$ cat config.mk
export PLATFORM = sky130hd
export DESIGN_NAME = mem_port_arbiter
export DESIGN_NICKNAME = d
export VERILOG_FILES = /design/src/rtl/mem_port_arbiter.sv
export SDC_FILE = /design/constraint.sdc
export NUM_CORES = 1
export LEC_CHECK = 0
export CAP_MARGIN = 20
export CORE_AREA = 4 4 192 194
export CTS_CLUSTER_SIZE = 24
export DETAILED_ROUTE_END_ITERATION = 8
export DIE_AREA = 0 0 196 198
export SLEW_MARGIN = 25
export SYNTH_ARGS = -nofsm -noshare
export SYNTH_HDL_FRONTEND = slang
export SYNTH_SLANG_ARGS = --single-unit
$ cat constraint.sdc
create_clock -name clk -period 11.8 [get_ports clk]
set_clock_uncertainty 0.15 [all_clocks]
set_input_delay 2.36 -clock clk [delete_from_list [all_inputs] [get_ports clk]]
set_output_delay 2.36 -clock clk [all_outputs]
set_load 0.1 [all_outputs]
$ cat src/rtl/mem_port_arbiter.sv
// mem_port_arbiter
//   Shares one single-ported, fixed-latency unified memory between instruction fetch (IF) and
//   the MEM-stage load/store path (LDUR, STUR, LDURB, STURB). One access is in flight at a time,
//   sequenced IDLE -> ISSUE -> WAIT -> DONE. Data normally wins contention, but after STARVE_MAX
//   consecutive data grants with a fetch pending, the fetch is served.
//
// Ports
//   clk, reset                 clock (rising edge), asynchronous active-high reset
//   if_req/if_addr             fetch request (level, held until if_valid) and address
//   if_rdata/if_valid          fetched instruction and its one-cycle completion pulse
//   d_req/d_wr/d_addr/d_wdata  data request (level, held until d_valid), store flag, address, data
//   d_xfer                     4'b1000 = 8 bytes, 4'b0001 = 1 byte, anything else is illegal
//   d_rdata/d_valid/d_err      load data, completion pulse, illegal-transfer flag
//   mem_en                     one-cycle access strobe; mem_wr/addr/wdata/xfer held for the access
//   mem_rdata                  read data, valid exactly MEM_LAT cycles after mem_en
//   stall_if/stall_mem         requester waiting (combinational)

module mem_port_arbiter #(
   parameter int unsigned ADDR_W     = 64,
   parameter int unsigned DATA_W     = 64,
   parameter int unsigned MEM_LAT    = 2,
   parameter int unsigned STARVE_MAX = 3
) (
   input  logic              clk,
   input  logic              reset,
   input  logic              if_req,
   input  logic [ADDR_W-1:0] if_addr,
   output logic [31:0]       if_rdata,
   output logic              if_valid,
   input  logic              d_req,
   input  logic              d_wr,
   input  logic [ADDR_W-1:0] d_addr,
   input  logic [DATA_W-1:0] d_wdata,
   input  logic [3:0]        d_xfer,
   output logic [DATA_W-1:0] d_rdata,
   output logic              d_valid,
   output logic              d_err,
   output logic              mem_en,
   output logic              mem_wr,
   output logic [ADDR_W-1:0] mem_addr,
   output logic [DATA_W-1:0] mem_wdata,
   output logic [3:0]        mem_xfer,
   input  logic [DATA_W-1:0] mem_rdata,
   output logic              stall_if,
   output logic              stall_mem
);

   localparam int unsigned CntW = $clog2(MEM_LAT + 1);
   localparam int unsigned StW  = $clog2(STARVE_MAX + 1);

   localparam logic [3:0] XferDword = 4'b1000;
   localparam logic [3:0] XferByte  = 4'b0001;

   typedef enum logic [1:0] {StIdle, StIssue, StWait, StDone} state_e;

   state_e            state_q, state_d;
   logic              data_owner_q, data_owner_d;  // 1: data path owns the access
   logic [CntW-1:0]   count_q, count_d;
   logic [StW-1:0]    starve_q, starve_d;
   logic              if_valid_q, if_valid_d;
   logic              d_valid_q, d_valid_d;
   logic              d_err_q, d_err_d;
   logic              mem_en_q, mem_en_d;
   logic              mem_wr_q, mem_wr_d;
   logic [ADDR_W-1:0] mem_addr_q, mem_addr_d;
   logic [DATA_W-1:0] mem_wdata_q, mem_wdata_d;
   logic [3:0]        mem_xfer_q, mem_xfer_d;
   logic [31:0]       if_rdata_q, if_rdata_d;
   logic [DATA_W-1:0] d_rdata_q, d_rdata_d;

   logic xfer_legal;
   logic starve_full;
   logic fetch_wins;

   assign xfer_legal  = (d_xfer == XferDword) || (d_xfer == XferByte);
   assign starve_full = (starve_q == StW'(STARVE_MAX));
   // Data has priority unless the fetch side has been passed over STARVE_MAX times in a row.
   assign fetch_wins  = if_req && (!d_req || starve_full);

   always_comb begin
      state_d      = state_q;
      data_owner_d = data_owner_q;
      count_d      = count_q;
      starve_d     = starve_q;
      if_valid_d   = 1'b0;
      d_valid_d    = 1'b0;
      d_err_d      = 1'b0;
      mem_en_d     = 1'b0;
      mem_wr_d     = mem_wr_q;
      mem_addr_d   = mem_addr_q;
      mem_wdata_d  = mem_wdata_q;
      mem_xfer_d   = mem_xfer_q;
      if_rdata_d   = if_rdata_q;
      d_rdata_d    = d_rdata_q;

      unique case (state_q)
         StIdle: begin
            if (fetch_wins) begin
               data_owner_d = 1'b0;
               starve_d     = '0;
               mem_en_d     = 1'b1;
               mem_wr_d     = 1'b0;
               mem_addr_d   = if_addr;
               mem_wdata_d  = '0;
               mem_xfer_d   = XferDword;
               state_d      = StIssue;
            end else if (d_req) begin
               data_owner_d = 1'b1;
               // Only consecutive data grants over a waiting fetch count toward starvation.
               if (!if_req) begin
                  starve_d = '0;
               end else if (!starve_full) begin
                  starve_d = starve_q + StW'(1);
               end
               if (xfer_legal) begin
                  mem_en_d    = 1'b1;
                  mem_wr_d    = d_wr;
                  mem_addr_d  = d_addr;
                  mem_wdata_d = d_wdata;
                  mem_xfer_d  = d_xfer;
                  state_d     = StIssue;
               end else begin
                  // Illegal size: complete with an error without touching memory.
                  d_valid_d = 1'b1;
                  d_err_d   = 1'b1;
                  state_d   = StDone;
               end
            end
         end
         StIssue: begin
            count_d = CntW'(MEM_LAT);
            state_d = StWait;
         end
         StWait: begin
            // Last wait cycle: mem_rdata is valid now.
            if (count_q == CntW'(1)) begin
               count_d = '0;
               state_d = StDone;
               if (data_owner_q) begin
                  d_valid_d = 1'b1;
                  if (!mem_wr_q) begin
                     d_rdata_d = (mem_xfer_q == XferByte) ? DATA_W'(mem_rdata[7:0]) : mem_rdata;
                  end
               end else begin
                  if_valid_d = 1'b1;
                  if_rdata_d = mem_rdata[31:0];
               end
            end else begin
               count_d = count_q - CntW'(1);
            end
         end
         StDone: begin
            // Requests are not sampled here, so a still-held request is not re-granted.
            state_d = StIdle;
         end
         default: state_d = StIdle;
      endcase
   end

   always_ff @(posedge clk or posedge reset) begin
      if (reset) begin
         state_q      <= StIdle;
         data_owner_q <= 1'b0;
         count_q      <= '0;
         starve_q     <= '0;
         if_valid_q   <= 1'b0;
         d_valid_q    <= 1'b0;
         d_err_q      <= 1'b0;
         mem_en_q     <= 1'b0;
         mem_wr_q     <= 1'b0;
         mem_addr_q   <= '0;
         mem_wdata_q  <= '0;
         mem_xfer_q   <= '0;
         if_rdata_q   <= '0;
         d_rdata_q    <= '0;
      end else begin
         state_q      <= state_d;
         data_owner_q <= data_owner_d;
         count_q      <= count_d;
         starve_q     <= starve_d;
         if_valid_q   <= if_valid_d;
         d_valid_q    <= d_valid_d;
         d_err_q      <= d_err_d;
         mem_en_q     <= mem_en_d;
         mem_wr_q     <= mem_wr_d;
         mem_addr_q   <= mem_addr_d;
         mem_wdata_q  <= mem_wdata_d;
         mem_xfer_q   <= mem_xfer_d;
         if_rdata_q   <= if_rdata_d;
         d_rdata_q    <= d_rdata_d;
      end
   end

   assign if_valid  = if_valid_q;
   assign if_rdata  = if_rdata_q;
   assign d_valid   = d_valid_q;
   assign d_err     = d_err_q;
   assign d_rdata   = d_rdata_q;
   assign mem_en    = mem_en_q;
   assign mem_wr    = mem_wr_q;
   assign mem_addr  = mem_addr_q;
   assign mem_wdata = mem_wdata_q;
   assign mem_xfer  = mem_xfer_q;

   assign stall_if  = if_req & ~if_valid_q;
   assign stall_mem = d_req & ~d_valid_q;

endmodule

==> flow_metrics.py, run 1 <==
metrics = {
    "status": {
        "status": "finished, final reports clean",
    },
    "yosys": {
        "syn_inst": 887,
        "syn_area_sq_um": 9779,
        "seq_area_frac_synth_pct": 61.41,
        "synth_area_per_cell_sq_um": 11.03,
        "synth_warnings": 0,
        "synth_top_area_cell": "dfrtp_1",
        "syn-num-nets": 1156,
        "yosysTopAreaCellShare_pct": 61.41,
        "synth_top_cells_by_area": "dfrtp_1 (61%), inv_1 (7.7%), a222oi_1 (6.6%)",
        "ys_ff_latch": 240,
        "yosysUniqueCellTypes": 35,
    },
    "global_routing": {
        "grt_overflow": 0,
        "antenna_found_initial": 4,
        "grt_max_degree": 110,
        "grt_pass1_wl_um": 51850,
        "grt_pass1_vias": 8911,
        "grt_use_total_pct": 16.72,
    },
    "cts": {
        "cts_resized": 0,
        "numCtsBuffers": 27,
        "cts_tree": "yes",
        "clkTransAtPathRegs_ns": 0.06,
        "cts.sinks": 240,
        "cts_root_buf": "clkbuf_16",
        "cts_htree_levels": 1,
        "cts-hold-fix-buffers": 0,
        "cts.path.max_buffers": 3,
        "cts_setup_buffers": 0,
        "worstSkewPairLatency_ns": 0.54,
    },
    "worst_setup_path": {
        "r2r_cells": 6,
        "cp_num_buf_inv": 2,
        "required_ns": 9.29,
        "end_kind": "output port",
        "slowest_stage": "clkdlybuf4s50_1",
        "worstSetupStartpointType": "primary input",
        "critPathKind": "in2out",
        "crit_cells": 3,
        "arrival_ns": 4.36,
        "critical_path.max_fanout": 8,
        "cp_cell_sequence": "clkdlybuf4s50_1 > nor2b_1 > clkdlybuf4s50_1",
        "critPathMaxStageDelay_ns": 1.16,
        "cp_common_cell": "clkdlybuf4s50_1",
        "critPathTopFamily": "buffers and inverters",
    },
    "placement": {
        "dp_hpwl_um": 24720,
        "finalWeightedCongestion": 0.8119,
        "placed_cells": 1796,
        "port_buffers": 499,
    },
    "sta": {
        "hold_viol_final": 0,
        "maxSlewHeadroom_pct": 26.22,
        "period_needed_ns": 6.872,
        "worstMarginPinSlew_ns": 1.103,
        "fin_tns_setup_ns": 0,
        "fmax_mhz": 145.5,
        "drv_slew": 0,
        "period_share_pct": 58.24,
        "setup_viol": 0,
        "rsz0062_at_grt": "no",
    },
    "route": {
        "ant_nets": 0,
        "top_layer": "met5",
        "wl_met1_um": 13160,
        "dr_wl_met2_um": 16780,
        "finalWirelength_um": 34330,
        "via_per_inst": 4.555,
        "drt_first_pass_iters": 9,
        "wl_per_cell_um": 18.61,
        "via_count": 8399,
        "drc": 0,
        "wl_met3_um": 3479,
        "drtIter0Drc": 597,
    },
    "final_layout": {
        "final_cell_count_no_fill": 1844,
        "multi_input_area_sq_um": 2724,
        "diodes": 0,
        "final-seq-area_sq_um": 6006,
        "nets": 1633,
        "nFillCells": 3363,
        "drive_above_1_share_pct": 7.231,
        "synthToLayoutAreaGrowth_pct": 64.05,
    },
    "die": {
        "start_util_pct": 27.76,
        "die_w_um": 196,
        "num_io_pins": 500,
        "design.core.area_sq_um": 35220,
        "rows": 69,
        "die_h_um": 198,
        "die_area_sq_um": 38810,
    },
    "worst_hold_path": {
        "hold_class": "reg2reg",
        "min_path_cells": 2,
    },
    "job": {
        "drv.max_cap_violation_count": 0,
    },
}
## kinds of logic after synthesis
family	after synthesis	share of synthesized area, %
AOI/OAI and AO/OA	199	16.33
adders and majority gates	4	0.5118
muxes	41	4.708
xor gates and xnor gates	2	0.1792
and+or+nand+nor	139	5.962
buffers and inverters	262	10.90
DFF	240	61.41
## worst paths after layout
kind / startpoint / end / slack [ns]
setup / recovery: if_req / stall_if / 4.93
hold / removal: d_rdata[10] / d_rdata[10] / 0.33
setup reg to reg: state_q[0] / mem_addr[51] / 8.51
hold reg to reg: d_rdata[10] / d_rdata[10] / 0.33
max in group asynchronous: reset / mem_addr[15] / 7.00
min in group asynchronous: reset / mem_wdata[9] / 2.18
## layer usage
| layer | GRT usage, % | vias up |
|---|---|---|
| li1 | - | 3926 |
| met1 | 19.63 | 4031 |
| met2 | 28.82 | 379 |
| met3 | 6.347 | 57 |
| met4 | 4.629 | 6 |
| met5 | 0 | - |
## layout by cell type (no fill, tap or decap), types with 4 or more instances in the layout
cell type        Yosys  layout
clkbuf_8             0       4
clkdlybuf4s50_1      0     497
nor2b_1              4       4
inv_1              201     200
nand2_1            118     118
a222oi_1            64      64
nor2_1               4       4
o21ai_0             60      60
a22o_1              66      66
buf_4                7      10
dfrtp_1            240     240
ha_1                 4       4
clkbuf_1            23       6
clkinv_2             0       5
clkbuf_16            0      27
bufinv_16            0       4
mux2_2              40      40
## cell type report
cell class / instances / share of cell area [%]
flip-flops and latches: 240 / 37.44
clock buffers: 37 / 4.695
well taps: 461 / 3.595
multi-input cells: 385 / 16.98
inverters: 201 / 4.750
clock inverters: 11 / 1.006
repair buffers: 509 / 31.54
## synth_stat cells (all sizes together)
master / count
a22o: 66
nor2: 4
o21ai: 60
or4b: 1
nand2b: 1
nand3: 2
mux2: 40
a222oi: 64
nor3: 1
mux2i: 1
and3: 1
nand2: 118
nand3b: 1
buf: 38
a21oi: 2
o22a: 2
inv: 201
a32oi: 1
xnor2: 1
xor2: 1
nand4b: 2
clkbuf: 23
a2bb2oi: 1
ha: 4
and4bb: 2
nor2b: 4
a221o: 1
a211oi: 1
a22oi: 1
and2: 2
dfrtp: 240
## worst reg2reg max path, cell delays in order (launching register included)
cell and delay (ns):
dfrtp_1 0.37, inv_1 0.08, ha_1 0.45, nand2_1 0.09
and4bb_4 0.90, buf_4 0.78, a222oi_1 0.30
## metrics by stage
| stage | setup slack [ns] | cell area [sq um] | hold slack, ns | util (%) |
|---|---|---|---|---|
| after CTS | 4.919 | 16040 | 0.3342 | 45.55 |
| after global routing | 4.848 | 16040 | 0.3446 | 45.55 |
| after detailed placement | 4.916 | 15130 | 0.3207 | 42.95 |
| after floorplan | 2.702 | 9779 | 0.3038 | - |
| final | 4.928 | 16040 | 0.3272 | 45.55 |
| after global placement | 4.921 | 15140 | 0.3121 | 42.98 |
## registers in the layout, summed over array words and instances, names as in the netlist, 2 cells and up
name	flops
mem_addr	64
count_q	2
if_rdata	32
d_rdata	64
state_q	2
mem_wdata	64
starve_q	2
mem_xfer	4
Power of run 1 is not shown: default switching activity piles up to over one toggle a cycle in this logic, so the estimate is an artifact.
==> run 2: changes to the inputs <==
==> constraint.sdc (replaced) <==
create_clock -name clk -period 6.78 [get_ports clk]
set_clock_uncertainty 0.15 [all_clocks]
set_input_delay 1.356 -clock clk [delete_from_list [all_inputs] [get_ports clk]]
set_output_delay 1.356 -clock clk [all_outputs]
set_load 0.1 [all_outputs]
==> flow_metrics.py, run 2 (same netlist as run 1, synthesis figures left out) <==
metrics = {
    "cts": {
        "cts_tree": "yes",
        "cts_root_buf": "clkbuf_16",
        "cts.sinks": 240,
        "worstSkewPairLatency_ns": 0.54,
        "cts_resized": 0,
        "cts_htree_levels": 1,
        "numCtsBuffers": 27,
        "clkTransAtPathRegs_ns": 0.06,
        "cts_setup_buffers": 0,
        "cts.path.max_buffers": 3,
        "cts-hold-fix-buffers": 0,
    },
    "global_routing": {
        "grt_overflow": 0,
        "grt_pass1_vias": 8710,
        "grt_pass1_wl_um": 51780,
        "antenna_found_initial": 3,
        "grt_use_total_pct": 16.68,
        "grt_max_degree": 139,
    },
    "worst_setup_path": {
        "r2r_cells": 6,
        "critical_path.max_fanout": 9,
        "rr_startpoint": "state_q[0]",
        "worst-r2r-setup-slack_ns": 3.85,
        "crit_path_start": "d_req",
        "end_kind": "output port",
        "critPathKind": "in2out",
        "required_ns": 5.27,
        "r2r_end": "mem_addr[58]",
        "worstSetupStartpointType": "primary input",
        "arrival_ns": 3.34,
    },
    "placement": {
        "port_buffers": 499,
        "dp_hpwl_um": 24740,
        "placed_cells": 1795,
        "finalWeightedCongestion": 0.8092,
    },
    "final_layout": {
        "nets": 1633,
        "final_cell_count_no_fill": 1846,
        "drive_above_1_share_pct": 7.375,
        "final_cell_mix": "clkdlybuf4s50_1 (497), dfrtp_1 (240), inv_1 (200)",
        "layout.cells.most_common": "clkdlybuf4s50_1",
        "nFillCells": 3287,
        "synthToLayoutAreaGrowth_pct": 64.96,
    },
    "status": {
        "status": "finished, final reports clean",
    },
    "sta": {
        "rsz0062_at_grt": "no",
        "drv_slew": 0,
        "maxSlewHeadroom_pct": 28.64,
        "fmax_mhz": 206.4,
        "setup_viol": 0,
        "hold_viol_final": 0,
        "period_share_pct": 71.46,
        "fin_tns_setup_ns": 0,
        "worstMarginPinSlew_ns": 1.067,
        "period_needed_ns": 4.845,
    },
    "die": {
        "die_h_um": 198,
        "die_w_um": 196,
        "rows": 69,
        "design.core.area_sq_um": 35220,
        "start_util_pct": 27.76,
        "num_io_pins": 500,
        "die_area_sq_um": 38810,
    },
    "worst_hold_path": {
        "worstHoldStart": "d_rdata[62]",
        "min_path_cells": 2,
        "hold_class": "reg2reg",
        "hold_path_end": "d_rdata[62]",
    },
    "route": {
        "via_count": 8378,
        "drtIter0Drc": 613,
        "ant_nets": 0,
        "drt_first_pass_iters": 7,
        "via_per_inst": 4.538,
        "finalWirelength_um": 34280,
        "wl_per_cell_um": 18.57,
        "drc": 0,
    },
    "job": {
        "drv.max_cap_violation_count": 0,
    },
}
-- run 2: cell types whose count changed in the layout (fill, tap and decap cells not counted), sizes merged --
cell,before,now
diode,0,2
clkbuf,37,39
inv,202,201
clkinv,5,4
-- run 2: layout make-up --
cell class / instances / area [sq um] / share of cell area, %
antenna: 2 / 5.005 / 0.03102
clock buffer: 39 / 800.8 / 4.964
clock inverter: 9 / 160.2 / 0.9928
inverter: 201 / 758.2 / 4.700
multi-input combinational: 385 / 2724 / 16.89
sequential: 240 / 6006 / 37.23
tap: 461 / 576.8 / 3.576
timing repair buffer: 509 / 5101 / 31.62
-- run 2: critical path: stages --
cell             delay [ns]
clkdlybuf4s50_1        0.68
nor2b_1                0.17
clkdlybuf4s50_1        1.13
-- run 2: worst max-delay path by stage --
stage / end / depth (start not counted)
global route: stall_mem / 3
CTS: stall_mem / 3
finish: stall_mem / 3
global placement: stall_if / 3
detailed placement: stall_mem / 3
floorplan: count_q[0] / 1
-- run 2: metal layers --
| layer | share of wire, % | GRT usage (%) | wire length [um] | up-vias |
|---|---|---|---|---|
| li1 | - | - | - | 3934 |
| met1 | 39 | 20.53 | 13200 | 4012 |
| met2 | 49 | 28.05 | 16720 | 377 |
| met3 | 10 | 5.649 | 3488 | 53 |
| met4 | 2.5 | 4.836 | 857 | 2 |
| met5 | 0.032 | 0 | 11 | - |
-- run 2: stage by stage --
stage               utilization (%)  hold WS, ns  worst slack (ns)  cell area, sq um
floorplan                         -       0.3038             2.126              9783
global placement              43.02       0.3120             1.937             15150
detailed placement            42.99       0.3201             1.933             15140
CTS                           45.72       0.3333             1.929             16100
global route                  45.80       0.3482             1.853             16130
finish                        45.80       0.3262             1.935             16130
Power of run 2 is left out for the same reason.
==> run 3: changes to the inputs <==
--- a/config.mk
+++ b/config.mk
@@ -6,10 +6,10 @@
 export NUM_CORES = 1
 export LEC_CHECK = 0
 export CAP_MARGIN = 20
-export CORE_AREA = 4 4 192 194
+export CORE_AREA = 4 4 191 193
 export CTS_CLUSTER_SIZE = 24
 export DETAILED_ROUTE_END_ITERATION = 8
-export DIE_AREA = 0 0 196 198
+export DIE_AREA = 0 0 195 197
 export SLEW_MARGIN = 25
 export SYNTH_ARGS = -nofsm -noshare
 export SYNTH_HDL_FRONTEND = slang
==> constraint.sdc (replaced) <==
create_clock -name clk -period 3.9 [get_ports clk]
set_clock_uncertainty 0.15 [all_clocks]
set_input_delay 0.78 -clock clk [delete_from_list [all_inputs] [get_ports clk]]
set_output_delay 0.78 -clock clk [all_outputs]
set_load 0.1 [all_outputs]
==> flow_metrics.py, run 3 (same netlist as run 1, synthesis figures left out) <==
metrics = {
    "worst_setup_path": {
        "rr_startpoint": "state_q[1]",
        "required_ns": 2.97,
        "slowest_stage": "clkdlybuf4s50_1",
        "cp_num_buf_inv": 1,
        "cp_cell_sequence": "clkdlybuf4s50_1",
        "critPathMaxStageDelay_ns": 1.17,
        "critPathTopFamily": "buffers and inverters",
        "worstSetupStartpointType": "flip-flop",
        "arrival_ns": 2.15,
        "critPathKind": "reg2out",
        "crit_path_start": "d_valid",
        "critical_path.max_fanout": 2,
        "end_kind": "output port",
    },
    "cts": {
        "cts_tree": "yes",
        "cts.path.max_buffers": 3,
        "cts_setup_buffers": 0,
        "numCtsBuffers": 27,
        "cts.sinks": 240,
        "cts_htree_levels": 1,
        "cts-hold-fix-buffers": 0,
        "cts_resized": 0,
        "clkTransAtPathRegs_ns": 0.06,
        "worstSkewPairLatency_ns": 0.55,
        "cts_root_buf": "clkbuf_16",
    },
    "route": {
        "via_count": 8460,
        "ant_nets": 0,
        "via_per_inst": 4.583,
        "drt_first_pass_iters": 9,
        "drc": 0,
        "finalWirelength_um": 35040,
        "wl_per_cell_um": 18.98,
        "drtIter0Drc": 578,
    },
    "sta": {
        "maxSlewHeadroom_pct": 29.27,
        "hold_viol_final": 0,
        "worstMarginPinSlew_ns": 1.058,
        "rsz0062_at_grt": "no",
        "period_needed_ns": 3.081,
        "drv_slew": 0,
        "period_share_pct": 78.99,
        "setup_viol": 0,
        "fmax_mhz": 324.6,
    },
    "global_routing": {
        "grt_max_degree": 107,
        "grt_pass1_wl_um": 52450,
        "grt_overflow": 0,
        "grtUsageMet1_pct": 19.92,
        "gr-usage-met2_pct": 29.98,
        "grt_pass1_vias": 8889,
        "antenna_found_initial": 1,
        "top_usage_layer": "met2",
        "met3_usage_pct": 5.658,
        "grt_use_total_pct": 17.08,
    },
    "die": {
        "die_h_um": 197,
        "num_io_pins": 500,
        "start_util_pct": 28.31,
        "die_area_sq_um": 38420,
        "rows": 68,
        "design.core.area_sq_um": 34540,
        "die_w_um": 195,
    },
    "placement": {
        "finalWeightedCongestion": 0.8056,
        "dpl-instance-area_sq_um": 15280,
        "port_buffers": 499,
        "dp_hpwl_um": 26210,
    },
    "final_layout": {
        "drive_above_1_share_pct": 8.555,
        "layout.cells.most_common": "clkdlybuf4s50_1",
        "final_cell_mix": "clkdlybuf4s50_1 (486), dfrtp_1 (240), inv_1 (200)",
        "nFillCells": 3275,
        "nets": 1641,
        "diodes": 0,
        "fin_area_sq_um": 16140,
        "synthToLayoutAreaGrowth_pct": 65.00,
        "post-route-util_pct": 46.71,
    },
    "worst_hold_path": {
        "hold_class": "reg2reg",
        "worstHoldStart": "d_rdata[8]",
    },
    "status": {
        "status": "finished, final reports clean",
    },
    "job": {
        "drv.max_cap_violation_count": 0,
    },
}
-- run 3: changes by cell type in the layout (fill, tap and decap cells not counted), sizes merged --
cell and change:
clkinv +1, clkdlybuf4s50 -11, buf +19, diode -2
clkbuf +1, bufinv -4, clkinvlp +1, inv +1
-- run 3: worst paths after layout --
| path | depth (start not counted) | end | slack (ns) |
|---|---|---|---|
| max in group asynchronous | 3 | mem_wdata[5] | 2.23 |
| setup / recovery | 1 | d_valid | 0.82 |
| min in group asynchronous | 2 | mem_addr[18] | 0.51 |
| setup reg to reg | 6 | mem_wdata[0] | 1.43 |
| hold reg to reg | 2 | d_rdata[8] | 0.33 |
| hold / removal | 2 | d_rdata[8] | 0.33 |
-- run 3: metrics by stage --
stage | hold slack [ns] | setup slack [ns] | TNS, ns | cells
floorplan | 0.3038 | -0.1778 | -42.68 | 887
global placement | 0.3125 | 0.6469 | 0 | 1798
detailed placement | 0.3210 | 0.5905 | 0 | 1798
CTS | 0.3343 | 0.7354 | 0 | 1846
global route | 0.3482 | 0.7532 | 0 | 1846
finish | 0.3263 | 0.8194 | 0 | 1846
-- run 3: layout make-up --
type	instances	area [sq um]	share of cell area, %
Clock buffer	40	794.5	4.924
Multi-Input combinational cell	385	2724	16.88
Tap cell	455	569.3	3.528
Clock inverter	8	61.31	0.3800
Timing Repair Buffer	517	5223	32.37
Sequential cell	240	6006	37.22
Inverter	201	758.2	4.699
-- run 3: layer usage --
metal | up-vias | part of all wire, % | wire (um)
met1 | 4058 | 38 | 13160
li1 | 3948 | - | -
met4 | 0 | 2.7 | 950
met3 | 53 | 9.7 | 3406
met2 | 401 | 50 | 17520
met5 | - | 0 | 0
Power of run 3 is left out for the same reason.
